[src/rtl/rom_read_arbiter.sv]
// Round-robin arbiter sharing one registered-output lookup ROM among NREQ
// requesters; returns tagged data two edges after each grant.
module rom_read_arbiter #(
    parameter int NREQ  = 4,
    parameter int AW    = 10,
    parameter int DW    = 5,
    parameter int DEPTH = 10
) (
    input  logic                 clk,
    input  logic                 rst_n,
    input  logic [NREQ-1:0]      req,
    input  logic [NREQ*AW-1:0]   addr_in,
    output logic [NREQ-1:0]      gnt,
    output logic [NREQ-1:0]      rvalid,
    output logic [DW-1:0]        rdata,
    output logic                 rerr,
    output logic [AW-1:0]        rom_addr,
    input  logic [DW-1:0]        rom_d
);

    localparam int IW = (NREQ > 1) ? $clog2(NREQ) : 1;
    localparam logic [AW:0] LIMIT = (AW+1)'(DEPTH);

    logic [IW-1:0]   last;
    logic [IW-1:0]   win;
    logic            found;
    logic [NREQ-1:0] elig;
    logic [AW-1:0]   sel_addr;
    logic            sel_err;
    int              idx;

    logic            s1_v, s1_err;
    logic [IW-1:0]   s1_id;
    logic            s2_v, s2_err;
    logic [IW-1:0]   s2_id;

    // A requester already holding gnt this cycle cannot win again.
    assign elig = req & ~gnt;

    always_comb begin
        found = 1'b0;
        win   = '0;
        idx   = 0;
        for (int k = 1; k <= NREQ; k++) begin
            idx = int'(last) + k;
            if (idx >= NREQ) idx = idx - NREQ;
            if (!found && elig[IW'(idx)]) begin
                found = 1'b1;
                win   = IW'(idx);
            end
        end
    end

    assign sel_addr = addr_in[win*AW +: AW];
    assign sel_err  = ({1'b0, sel_addr} >= LIMIT);

    always_ff @(posedge clk or negedge rst_n) begin
        if (!rst_n) begin
            gnt      <= '0;
            rvalid   <= '0;
            rdata    <= '0;
            rerr     <= 1'b0;
            rom_addr <= '0;
            last     <= IW'(NREQ - 1);
            s1_v     <= 1'b0;
            s1_err   <= 1'b0;
            s1_id    <= '0;
            s2_v     <= 1'b0;
            s2_err   <= 1'b0;
            s2_id    <= '0;
        end else begin
            gnt   <= '0;
            s1_v  <= found;
            s1_id <= win;
            s1_err <= sel_err;
            if (found) begin
                gnt      <= NREQ'(1) << win;
                rom_addr <= sel_addr;
                last     <= win;
            end

            // ROM captures rom_addr on this edge; rom_d is ready one edge later.
            s2_v   <= s1_v;
            s2_id  <= s1_id;
            s2_err <= s1_err;

            rvalid <= '0;
            rerr   <= 1'b0;
            if (s2_v) begin
                rvalid <= NREQ'(1) << s2_id;
                rerr   <= s2_err;
                rdata  <= s2_err ? '0 : rom_d;
            end
        end
    end

endmodule
[config.mk]
export PLATFORM = sky130hd
export DESIGN_NAME = rom_read_arbiter
export DESIGN_NICKNAME = d
export VERILOG_FILES = /design/src/rtl/rom_read_arbiter.sv
export SDC_FILE = /design/constraint.sdc
export NUM_CORES = 1
export LEC_CHECK = 0
export ABC_AREA = 1
export CAP_MARGIN = 40
export CORE_ASPECT_RATIO = 0.75
export CORE_MARGIN = 5
export CORE_UTILIZATION = 43
export DETAILED_ROUTE_END_ITERATION = 16
export PLACE_DENSITY = 0.82
export SLEW_MARGIN = 25
export SYNTH_ARGS = -nofsm -noshare
export SYNTH_HDL_FRONTEND = slang
export SYNTH_SLANG_ARGS = --single-unit
export TNS_END_PERCENT = 20
[constraint.sdc]
create_clock -name clk -period 2.79 [get_ports clk]
set_input_delay 0.6975 -clock clk [delete_from_list [all_inputs] [get_ports clk]]
set_output_delay 0.6975 -clock clk [all_outputs]
set_load 0.05 [all_outputs]
# Word level (Yosys, flattened, before mapping)
# Cells that the tools add are included.
[totals]
latch_bits = 0
input_bits = 51
romBits = 0
reg_bits = 34
ramBits = 0
memories = 0
[op_classes]
magnitude_cmp = 9
n_mul = 1
bitwise = 2
n_addsub = 8
n_reduce_logical = 6
mux = 28
div_mod_pow = 0
eq_ne = 0
shift = 3
[op_table]
columns = ["operator", "count"]
rows = [
  ["$shiftx 40x7->10", 1],
  ["$lt 2x4->1 const B", 4],
  ["$mux 2", 8],
  ["$mux 1", 13],
  ["$ge 10x4->1 const B", 1],
  ["$ge 3x3->1 const B", 3],
  ["$bmux 1 s2", 4],
  ["$mux 4", 2],
  ["$shl 1x2->4 const A", 2],
  ["$sub 2x1->2 const B", 4],
  ["$add 2x2->3 const B", 2],
  ["$mul 2x3->5 const B", 1],
  ["$mux 5", 1],
  ["$add 2x3->4 const B", 1],
  ["$and 4x4->4", 1],
  ["$ge 4x3->1 const B", 1],
  ["$not 4->4", 1],
  ["$add 2x1->3 const B", 1],
  ["$logic_and 1x1->1", 3],
  ["$logic_not 1->1", 3],
]

# Depth between registers and ports, before layout
[logic_depth]
ltp_word = 19
depth_mapped = 18

# Worst setup path after synthesis
# No wires, ideal clock.
[synth_timing]
kind = "register to register"
startpoint = "reg gnt[0]"
endpoint = "reg s1_err"
path_buffers = 2
arrival_ns = 1.931
required_time_ns = 2.665
setup_ns = 0.125
setup_slack_ns = 0.734
path_stages_with_launch = 16
cell_sequence = "dfrtp_1 > inv_1 > nand3_1 > nand2_1 > nand2_1 > nand2_1 > nand2_1 > nand2_1 > nand2_1 > nand3_1 > buf_6 > buf_6 > o211ai_2 > nand2_1 > nor2_1 > nand3_1"
[synth_between]
elab_chain_cells = 18
[synth_lines]
columns = ["item", "line", "source"]
rows = [
  ["from (decl)", "13", "output logic [NREQ-1:0] gnt,"],
  ["from (signal assigned)", "77", "gnt <= NREQ'(1) << win;"],
  ["$not 4->4 (*)", "38", "assign elig = req & ~gnt;"],
  ["$and 4x4->4 (*)", "38", ""],
  ["$bmux 1 s2", "47", "if (!found && elig[IW'(idx)]) begin"],
  ["$mux 1 (implied by the code) (2 in series)", "47", ""],
  ["$mux 1", "47", ""],
  ["$logic_not 1->1", "47", ""],
  ["$logic_and 1x1->1", "47", ""],
  ["$mux 1", "47", ""],
  ["[... 2 more ...]", "n/a", ""],
  ["$mux 1", "47", ""],
  ["$logic_not 1->1", "47", ""],
  ["$logic_and 1x1->1", "47", ""],
  ["$mux 2 (*)", "47", ""],
  ["$mul 2x3->5 (*)", "54", "assign sel_addr = addr_in[win*AW +: AW];"],
  ["$shiftx 40x7->10 (*)", "54", ""],
  ["$ge 10x4->1 (*)", "55", "assign sel_err = ({1'b0, sel_addr} >= LIMIT);"],
  ["net sel_err", "29", "logic sel_err;"],
  ["to (signal assigned)", "75", "s1_err <= sel_err;"],
  ["to (decl)", "32", "logic s1_v, s1_err;"],
]
# Mark *: on every way through the listed nets, which the timed path passes. The rest lies on a longest branch. The select of a mux whose other input is x is not followed.
# A chain may end at the register's enable or synchronous reset.

# Final worst setup path
[layout_timing]
startpoint = "in req[0]"
endpoint = "reg s1_err"
[layout_between]
elab_chain_cells = 17
[layout_lines]
columns = ["item", "line", "source"]
rows = [
  ["from (decl)", "11", "input logic [NREQ-1:0] req,"],
  ["$and 4x4->4 (*)", "38", ""],
  ["$bmux 1 s2", "47", ""],
  ["$mux 1 (implied by the code) (2 in series)", "47", ""],
  ["$mux 1", "47", ""],
  ["$logic_not 1->1", "47", ""],
  ["$logic_and 1x1->1", "47", ""],
  ["$mux 1", "47", ""],
  ["$logic_not 1->1", "47", ""],
  ["$logic_and 1x1->1", "47", ""],
  ["$mux 1", "47", ""],
  ["$logic_not 1->1", "47", ""],
  ["$logic_and 1x1->1", "47", ""],
  ["$mux 2 (*)", "47", ""],
  ["$mul 2x3->5 (*)", "54", ""],
  ["$shiftx 40x7->10 (*)", "54", ""],
  ["$ge 10x4->1 (*)", "55", ""],
  ["net sel_err", "29", ""],
]
# Marks and branches as above.

==> results.md <==
* Status: finished, final reports clean
* Ports at 75
* Max_slew headroom at between 60% and 70%
* Largest net degree at the start of global routing at 35
* Top cell type's share of synthesized area at roughly 44%
* WS Path Type: primary input to flip-flop
* Share of post-route cells with drive strength above 1 at approximately a tenth
* Mapped Area at ~1800 µm²
* Clk_skew at just under 0.003 ns
* Die Ht at roughly 66 µm
* CP startpoint kind: primary input
* ANT cells at 0
* Commonest non-fill, non-tap cell in the layout: clkdlybuf4s50_1
* Syn_area_per_cell at approximately 7.8 µm²
* Endpoints failing hold at 0
* HP Start: s1_id[1]
* #FFs+latches synth at 34
* H-Tree Depth at 2
* Largest family of logic cells by synthesized area: simple AND/OR/NAND/NOR gates
* CTS root buf: clkbuf_8
* CTS Sinks at 34
* Num rows at 20
* Synth Area in XOR/XNOR at 0%
* CTS tree: built
* Setup TNS Final at 0 ns
* Final net count at 363
* Hold path depth at 0
* Worst EP required at between 2 and 3 ns
* Drt initial violations at about 110
* Final worst-path cycle share at roughly 90%
* Synth Area in Adders at 0%
* Final Cell Area at between 2000 and 3000 µm²
* Number of synthesized flops with an enable pin at 0
* CTS Hold Buffers Added at 0
* Post-layout min period at 2.49 ns
* RSZ-0062 raised after global routing: false
* DR pass1 iterations at 4
* Setup violators final at 0
* Core box area at 4080 µm²
* Seq/Total Area, Yosys at a little under half
* Initial antenna violation count at 0
* Later-pin clock latency in the skew report at 0.28 ns
* Worst path slowest cell: clkdlybuf4s50_1
* Ys async rst share at between 90% and 100%
* Crit-path max cell delay at around 0.48 ns
* Routed WL at roughly 4600 µm
* Max Root-Sink Buffers at 2
* Vias in the first global route at about 1.8k
* Proportion of synthesized area in mux cells at 0%
* CTS Buf Count at 5
* Reg2Reg Capture Point: s1_err
* Area Overhead vs Synth at 50.7%
* Critical path, cell by cell: clkdlybuf4s50_1 -> nand3_1 -> nand2_1 -> nand2_1 -> nand2_1 -> nand2_1 -> nand3_1 -> nand3_1 -> buf_12 -> or2_0 -> nand3_1 -> nand2_1 -> nor2_1 -> nand3_1
* Routed len/inst at ~13 µm
* First-pass GRT wire length at slightly below 8000 µm
* DIE WIDTH at 85.1 µm
* Hold crit path type: flip-flop to flip-flop
* GRT overflow at 0
* Synth Instances at between 200 and 250
* Synth area leaders: dfrtp_1 44%, nand2_1 15%, nand3_1 8.8%, inv_1 4.1%, nand4_1 3.8%
* Routability cong. at just over 0.9
* Final WS setup at approximately 0.3 ns
* Cell variety after synth at 24
* Pre-CTS WS at 0.0180 ns
* Top_reg_cell synth: dfrtp_1
* Tightest Pin Transition at 0.517 ns
* MaxCap Viol Count at 0
* WHS Endpoint: s2_id[1]
* Syn. warnings at 0
* Synth Area in Simple Gates at around a third
* Initial Utilization at around 45%
* Arrival time at the worst endpoint at 2.65 ns
* Leading area contributor after synthesis: dfrtp_1
* Most frequent cells in the layout: 74 x clkdlybuf4s50_1, 71 x nand2_1, 32 x nand3_1, 32 x dfrtp_1, 20 x inv_1
* Flop2flop setup slack at roughly 0.54 ns
* Worst reg2reg path depth at 15
* Mapped Nets at approximately 290
* Pins Over Slew Limit at 0
* Worst R2R Start: last[0]
* Fmax at 402 MHz
* Postcts setup bufs at 0
* Post-route ant nets at 0
* DR vias at around 1.9k
* DP HPWL at ~3600 µm
* WHS at around 0.35 ns
* Critical Path Sink Type: flip-flop
* Die ar. at about 5600 µm²
* DRC viols at 0
* Clock transition at path regs at ~0.07 ns
* Resize count post-CTS at 0
* Compound-Gate Fraction of Synth Area at under 10%
* IO Port Bufs at between 70 and 80
* Crit Path Max Fanout at 17
* Total GRT Usage at between 15 and 20%
* Vias per cell at slightly above 5
* DP Area at 2630 µm²
[per-layer routing]
metal / GRT usage [%] / part of all wire (%) / vias up
li1: - / - / 930
met1: 22.1 / 44 / 839
met2: 26.8 / 44 / 84
met3: 5.98 / 11 / 2
met4: 4.74 / 0.22 / 0
met5: 0 / 0 / -
[stage by stage]
stage / cells / util [%]
CTS: 368 / 67.2
global route: 368 / 67.2
floorplan: 234 / -
global placement: 360 / 64.4
finish: 368 / 67.2
detailed placement: 360 / 64.4
[flip-flops by register name (all words and copies together) (netlist names), 2 cells and up]
name and cells:
rdata 5, s2_id 2, rom_addr 10, s1_id 2, rvalid 4, gnt 4, last 2
[worst max-delay path by stage]
stage            from  endpoint  depth (start not counted)  slack (ns)
2_1_floorplan  gnt[0]    s1_err                         15        0.73
3_3_place_gp   req[0]    s1_err                         14        0.05
3_5_place_dp   req[1]    s1_err                         14        0.02
4_1_cts        req[1]    s1_err                         14        0.31
5_1_grt        req[0]    s1_err                         14        0.10
6_report       req[0]    s1_err                         14        0.30
[cell families (layout without fill, tap and decap cells)]
| group | Yosys count | after routing |
|---|---|---|
| AND/OR/NAND/NOR | 140 | 140 |
| buffers and inverters | 36 | 115 |
| flip-flops | 34 | 34 |
| AO/OA/AOI/OAI | 24 | 24 |
[final cells by class]
cell class,instances,area (µm²)
Clock buffer,5,68.8
Clock inverter,3,45.0
Fill cell,329,1340
Inverter,25,96.3
Multi-Input combinational cell,164,785
Sequential cell,34,853
Tap cell,55,68.8
Timing Repair Buffer,82,826
[critical path: cells and delay by family]
| kind | cells | cell delay (ns) |
|---|---|---|
| AND/OR/NAND/NOR | 12 | 1.27 |
| buffers and inverters | 2 | 0.67 |
[cells in the mapped netlist, types with 3 or more instances]
cell      number
nor3_1         6
nor2_1        11
o211ai_2       3
inv_2          3
o21ai_0       12
nand2_2        5
nand4_1       11
inv_1         20
buf_2          6
buf_6          5
nand3_1       32
dfrtp_1       32
nand2_1       71
a31oi_1        5
Power is left out: the tool's default activity adds up to more than one toggle a clock period on the data nets, which glitch-free logic cannot reach.
